File: src/rtl/seg_display_arbiter_if.sv
// Requester/arbiter bundle for the seven-segment display arbiter: per-requester
// frame requests going in, and the granted frame and handshake pulses coming out.
interface seg_display_arbiter_if;
  logic        Tick;
  logic        Freeze;
  logic [2:0]  Req;
  logic [23:0] ReqData0;
  logic [23:0] ReqData1;
  logic [23:0] ReqData2;
  logic [5:0]  ReqMask0;
  logic [5:0]  ReqMask1;
  logic [5:0]  ReqMask2;
  logic [2:0]  Ack;
  logic [2:0]  Done;
  logic [23:0] Data;
  logic [5:0]  DisplayEnables;
  logic [1:0]  Owner;
  logic        Busy;

  modport master (
    output Tick, Freeze, Req,
    output ReqData0, ReqData1, ReqData2,
    output ReqMask0, ReqMask1, ReqMask2,
    input  Ack, Done, Data, DisplayEnables, Owner, Busy
  );

  modport slave (
    input  Tick, Freeze, Req,
    input  ReqData0, ReqData1, ReqData2,
    input  ReqMask0, ReqMask1, ReqMask2,
    output Ack, Done, Data, DisplayEnables, Owner, Busy
  );
endinterface

File: src/rtl/seg_display_arbiter.sv
// Round-robin arbiter granting one of three requesters the seven-segment display
// for HOLD_TICKS Tick pulses; the shown frame stays latched between grants.
module seg_display_arbiter #(
  parameter int unsigned HOLD_TICKS = 4
) (
  input logic                  Clock,
  input logic                  Reset,
  seg_display_arbiter_if.slave bus
);

  localparam logic [15:0] HOLD_TARGET = (HOLD_TICKS == 0) ? 16'd1 : 16'(HOLD_TICKS);

  typedef enum logic [1:0] {
    S_IDLE,
    S_LOAD,
    S_HOLD
  } state_t;

  state_t      r_state;
  logic [1:0]  r_owner;
  logic [2:0]  r_ack;
  logic [2:0]  r_done;
  logic [23:0] r_data;
  logic [5:0]  r_enables;
  logic        r_busy;
  logic [15:0] r_count;

  logic [1:0]  w_winner;
  logic [23:0] w_sel_data;
  logic [5:0]  w_sel_mask;
  logic        w_count_tick;

  assign w_count_tick = bus.Tick && !bus.Freeze;

  // Search starts just after the last owner, so a held request waits its turn.
  always_comb begin
    // NOTE: assign every combinational output a default first so no path infers a latch.
    w_winner = 2'd0;
    case (r_owner)
      2'd0:    w_winner = bus.Req[1] ? 2'd1 : (bus.Req[2] ? 2'd2 : 2'd0);
      2'd1:    w_winner = bus.Req[2] ? 2'd2 : (bus.Req[0] ? 2'd0 : 2'd1);
      default: w_winner = bus.Req[0] ? 2'd0 : (bus.Req[1] ? 2'd1 : 2'd2);
    endcase
  end

  always_comb begin
    w_sel_data = bus.ReqData2;
    w_sel_mask = bus.ReqMask2;
    case (r_owner)
      2'd0: begin
        w_sel_data = bus.ReqData0;
        w_sel_mask = bus.ReqMask0;
      end
      2'd1: begin
        w_sel_data = bus.ReqData1;
        w_sel_mask = bus.ReqMask1;
      end
      default: begin
        w_sel_data = bus.ReqData2;
        w_sel_mask = bus.ReqMask2;
      end
    endcase
  end

  always_ff @(posedge Clock or posedge Reset) begin
    if (Reset) begin
      r_state   <= S_IDLE;
      r_owner   <= 2'd2;
      r_ack     <= '0;
      r_done    <= '0;
      r_data    <= '0;
      r_enables <= '0;
      r_busy    <= 1'b0;
      r_count   <= '0;
    end else begin
      // NOTE: non-blocking assignments so every register sees pre-edge values.
      r_ack  <= '0;
      r_done <= '0;
      case (r_state)
        S_IDLE: begin
          if (|bus.Req) begin
            r_owner <= w_winner;
            r_ack   <= 3'b001 << w_winner;
            r_busy  <= 1'b1;
            r_state <= S_LOAD;
          end
        end
        S_LOAD: begin
          r_data    <= w_sel_data;
          r_enables <= w_sel_mask;
          r_count   <= '0;
          r_state   <= S_HOLD;
        end
        S_HOLD: begin
          // Ticks arriving while frozen are dropped, never banked.
          if (w_count_tick) begin
            r_count <= r_count + 16'd1;
            if (r_count + 16'd1 == HOLD_TARGET) begin
              r_done  <= 3'b001 << r_owner;
              r_busy  <= 1'b0;
              r_state <= S_IDLE;
            end
          end
        end
        default: begin
          r_busy  <= 1'b0;
          r_state <= S_IDLE;
        end
      endcase
    end
  end

  assign bus.Ack            = r_ack;
  assign bus.Done           = r_done;
  assign bus.Data           = r_data;
  assign bus.DisplayEnables = r_enables;
  assign bus.Owner          = r_owner;
  assign bus.Busy           = r_busy;

endmodule

File: src/flat_wrapper.sv
// flat-port wrapper written by rule: the top's interface ports become plain ports
module seg_display_arbiter_flat 
#(
  parameter int unsigned HOLD_TICKS = 4
)
  (Clock, Reset, bus_Tick, bus_Freeze, bus_Req, bus_ReqData0, bus_ReqData1, bus_ReqData2, bus_ReqMask0, bus_ReqMask1, bus_ReqMask2, bus_Ack, bus_Done, bus_Data, bus_DisplayEnables, bus_Owner, bus_Busy);
  seg_display_arbiter_if bus_i ();
  input logic Clock;
  input logic Reset;
  input wire logic [$bits(bus_i.Tick)-1:0] bus_Tick;
  input wire logic [$bits(bus_i.Freeze)-1:0] bus_Freeze;
  input wire logic [$bits(bus_i.Req)-1:0] bus_Req;
  input wire logic [$bits(bus_i.ReqData0)-1:0] bus_ReqData0;
  input wire logic [$bits(bus_i.ReqData1)-1:0] bus_ReqData1;
  input wire logic [$bits(bus_i.ReqData2)-1:0] bus_ReqData2;
  input wire logic [$bits(bus_i.ReqMask0)-1:0] bus_ReqMask0;
  input wire logic [$bits(bus_i.ReqMask1)-1:0] bus_ReqMask1;
  input wire logic [$bits(bus_i.ReqMask2)-1:0] bus_ReqMask2;
  output wire logic [$bits(bus_i.Ack)-1:0] bus_Ack;
  output wire logic [$bits(bus_i.Done)-1:0] bus_Done;
  output wire logic [$bits(bus_i.Data)-1:0] bus_Data;
  output wire logic [$bits(bus_i.DisplayEnables)-1:0] bus_DisplayEnables;
  output wire logic [$bits(bus_i.Owner)-1:0] bus_Owner;
  output wire logic [$bits(bus_i.Busy)-1:0] bus_Busy;
  assign bus_i.Tick = bus_Tick;
  assign bus_i.Freeze = bus_Freeze;
  assign bus_i.Req = bus_Req;
  assign bus_i.ReqData0 = bus_ReqData0;
  assign bus_i.ReqData1 = bus_ReqData1;
  assign bus_i.ReqData2 = bus_ReqData2;
  assign bus_i.ReqMask0 = bus_ReqMask0;
  assign bus_i.ReqMask1 = bus_ReqMask1;
  assign bus_i.ReqMask2 = bus_ReqMask2;
  assign bus_Ack = bus_i.Ack;
  assign bus_Done = bus_i.Done;
  assign bus_Data = bus_i.Data;
  assign bus_DisplayEnables = bus_i.DisplayEnables;
  assign bus_Owner = bus_i.Owner;
  assign bus_Busy = bus_i.Busy;
  seg_display_arbiter #(.HOLD_TICKS(HOLD_TICKS)) u_core (.Clock(Clock), .Reset(Reset), .bus(bus_i));
endmodule
File: config.mk
export PLATFORM = sky130hd
export DESIGN_NAME = seg_display_arbiter_flat
export DESIGN_NICKNAME = d
export VERILOG_FILES = /design/src/rtl/seg_display_arbiter_if.sv /design/src/rtl/seg_display_arbiter.sv /design/src/flat_wrapper.sv
export SDC_FILE = /design/constraint.sdc
export NUM_CORES = 1
export LEC_CHECK = 0
export CAP_MARGIN = 20
export CORE_ASPECT_RATIO = 1.75
export CORE_MARGIN = 2
export CORE_UTILIZATION = 40
export DETAILED_ROUTE_END_ITERATION = 16
export PLACE_DENSITY = 0.76
export SETUP_SLACK_MARGIN = 0.5
export SLEW_MARGIN = 10
export SYNTH_ARGS = -nofsm -noshare
export SYNTH_HDL_FRONTEND = slang
export SYNTH_SLANG_ARGS = --single-unit
File: constraint.sdc
create_clock -name Clock -period 3.9 [get_ports Clock]
set_clock_uncertainty 0.2 [all_clocks]
set_input_delay 0.78 -clock Clock [delete_from_list [all_inputs] [get_ports Clock]]
set_output_delay 0.78 -clock Clock [all_outputs]
set_load 0.01 [all_outputs]
==> metrics.csv <==
stage;metric;value;unit
outcome;status;completed;
synth;Commonest cells post-synth;dfrtp_1 (56), o21ai_0 (50), nor2_1 (47);
finish;register area;1430;sq um
timing;final setup fails;0;
critical_path;worst-path maximum fanout;6;
global_routing;vias in the first global route;3099;
timing;fmax;0.374;GHz
routing;routed vias/inst;5.32;
timing;minimum clock period;2.67;ns
die;Die Ht;121;um
routing;Final Routed Wirelength;8.84;mm
cts;H-tree depth;3;
synth;Syn Inst Count;370;
pwr;P_leak;2.03;nW
critical_path;Critical Path End Type;register;
cts;clk_lat worst skew;0.33;ns
global_routing;antenna violations before repair;0;
die;Core Area;7620;sq um
synth;ys flop type;dfrtp_1;
timing;Worst slew margin;57.2;%
critical_path;FF-to-FF End;u_core.bus.Busy;
finish;final core occ;64.0;%
cts;post-CTS setup buffers;0;
place;hpwl dp;6.54;mm
global_routing;largest net degree at the start of global routing;71;
cts;Resize count post-CTS;0;
critical_path;CP arrival;2.66;ns
finish;area grow syn2layout;54.4;%
cts;Post-CTS Hold Fix Bufs;0;
critical_path;Crit path max-delay family;simple AND/OR/NAND/NOR gates;
hold_path;Hold Crit Depth;2;
finish;nets;592;
global_routing;global route total overflow;0;
routing;number of remaining DRC errors;0;
critical_path;Cell Chain, Critical Path;ha_1 -> nand4_1 -> or4_1 -> o31ai_1 -> o2111ai_2 -> nor4_2 -> o221ai_1;
synth;Synth area leaders;dfrtp_1 (44%), mux2i_1 (9.5%), o21ai_0 (7.9%);
finish;multi-input logic area;1600;sq um
cts;TritonCTS Buffers;9;
synth;synth warn;0;
place;gpl congestion;0.936;
synth;register bit total from synthesis;57;
synth;Synth Cell Area;3160;sq um
global_routing;All-Layer GR Usage;21.4;%
die;Initial Util;41.4;%
routing;Via Count;3124;
timing;Hold Fails Final Rpt;0;
critical_path;max incr delay on CP;0.55;ns
die;IO Pins;136;
job;max-cap violation count;0;
pwr;Tot Pwr;3.06;mW
timing;Sum Neg Setup Slack;0;ns
critical_path;launch point of the worst reg-to-reg path;u_core.r_count[0];
timing;Slew @ Worst Pin;0.642;ns
critical_path;slowest CP cell;or4_1;
finish;# diodes;0;
synth;Netlist cell types;40;
cts;Reg clk slew, reported paths;0.05;ns
synth;asr flop ratio synth;100;%
critical_path;FF-to-FF setup slack;1.23;ns
hold_path;worst hold start;u_core.bus.Data[16];
synth;Post-Syn Nets;468;
synth;sequential area share after synthesis;45.2;%
routing;initial DRC count;133;
synth;most instantiated library cell after synthesis;dfrtp_1;
hold_path;Hold Path Sink;u_core.bus.Data[16];
place;placed cell area;4560;sq um
cts;Clock Tree Root;clkbuf_16;
timing;period utilization;68.6;%
timing;RSZ-0062 raised after global routing;no;
critical_path;CP Class;register to register;
synth;Yosys top cell area share;44.4;%
timing;Hold WS;0.273;ns
hold_path;worst hold path class;register to register;
cts;CTS tree;done;
cts;clk sink count;57;
pwr;P per Cell Area;629;nW/um^2
pwr;worst vdd ir;0.357;mV
place;PortBufs;135;
routing;mean routed wirelength per cell;15.1;um
finish;filler instances;618;
die;Die W;71.1;um
routing;drt first pass iters;4;
critical_path;CP required;3.89;ns
critical_path;r2r worst-path depth;7;
finish;design area;4870;sq um
finish;share of cells above drive strength 1;6.21;%
synth;Synth area leader;dfrtp_1;
die;die area;8640;sq um
global_routing;global-route wire length before repair;14.5;mm
timing;Pins Over Slew Limit;0;
routing;Routed Antenna Nets;0;
synth;Post-synth EDFFs;0;
die;# rows;42;
synth;Avg Inst Size Synth;8.53;sq um
cts;CTS Buffer Depth;2;
critical_path;WP buf/inv;0;
critical_path;Critical Path Start Type;register;
==> layout make-up <==
cell class,instances,share of cell area (%)
flip-flops and latches,57,29.3
clock buffers,14,5.83
clock inverters,2,0.205
inverters,6,0.462
repair buffers,140,29.0
multi-input cells,280,32.9
well taps,88,2.26
==> per-layer routing <==
layer	GRT usage, %	vias to the layer above	part of all wire (%)
met3	5.90	20	6.1
met1	24.0	1426	37
li1	-	1543	-
met5	0	-	0
met2	36.7	135	55
met4	10.5	0	2.4
==> placed cells by master (no fill, tap or decap), types with 3 or more instances in the layout <==
master | netlist | final
clkdlybuf4s50_1 | 0 | 135
xnor2_1 | 3 | 3
nor3_1 | 8 | 8
nor2_1 | 47 | 47
nand2b_1 | 4 | 3
dfrtp_1 | 56 | 55
xor2_1 | 5 | 5
buf_4 | 0 | 3
a21oi_1 | 35 | 35
nand3_1 | 9 | 9
or4_1 | 3 | 3
clkbuf_8 | 0 | 4
o21ai_0 | 50 | 50
nand2_1 | 43 | 43
clkbuf_16 | 0 | 9
mux2i_1 | 30 | 30
nor2b_1 | 4 | 4
o31ai_1 | 3 | 3
nor4_1 | 4 | 4
inv_1 | 6 | 5
nand4_1 | 6 | 6
==> worst register-to-register path: cells and delay by family (launching register included) <==
family / cells / cell delay [ns]
AOI/OAI and AO/OA: 3 / 0.50
and+or+nand+nor: 3 / 1.18
adders and majority gates: 1 / 0.25
DFF: 1 / 0.42
==> report_power, final <==
group,internal [mW],switching [mW],leakage (nW)
logic,0.688,0.707,1.15
registers,0.794,0.124,0.735
clock network,0.496,0.255,0.149
total,1.98,1.09,2.03
==> sequential cells by signal, summed over array words and instances (netlist names) <==
signal and flops:
u_core.r_state 2, u_core.r_count 16, u_core.bus.Ack 3, u_core.bus.Data 24, u_core.bus.Busy 1, u_core.bus.DisplayEnables 6, u_core.bus.Done 3, u_core.bus.Owner 2
==> cells by family (layout without fill, tap and decap cells) <==
kind of cell / after synthesis / after routing / synth area share (%)
flops: 57 / 57 / 45.2
fa+ha+maj: 1 / 1 / 0.396
mux: 31 / 31 / 9.87
compound gates: 100 / 100 / 17.4
buf+inv: 33 / 162 / 4.00
simple gates: 140 / 140 / 20.9
xor+xnor: 8 / 8 / 2.22
==> stage by stage <==
stage / worst slack (ns) / cells
floorplan: 1.52 / 370
global placement: 1.17 / 570
detailed placement: 1.14 / 570
CTS: 1.25 / 586
global route: 1.08 / 587
finish: 1.23 / 587
==> worst max path at each step <==
stage / slack (ns) / cells after the start / startpoint / to
CTS: 1.25 / 7 / u_core.r_count[0] / u_core.bus.Busy
detailed placement: 1.14 / 5 / bus_Freeze / u_core.bus.Done[0]
finish: 1.23 / 7 / u_core.r_count[0] / u_core.bus.Busy
floorplan: 1.52 / 1 / Reset / u_core.bus.Ack[0]
global placement: 1.17 / 5 / bus_Freeze / u_core.bus.Done[0]
global route: 1.08 / 7 / u_core.r_count[0] / u_core.bus.Busy
Power figures use the tool's default switching activity.
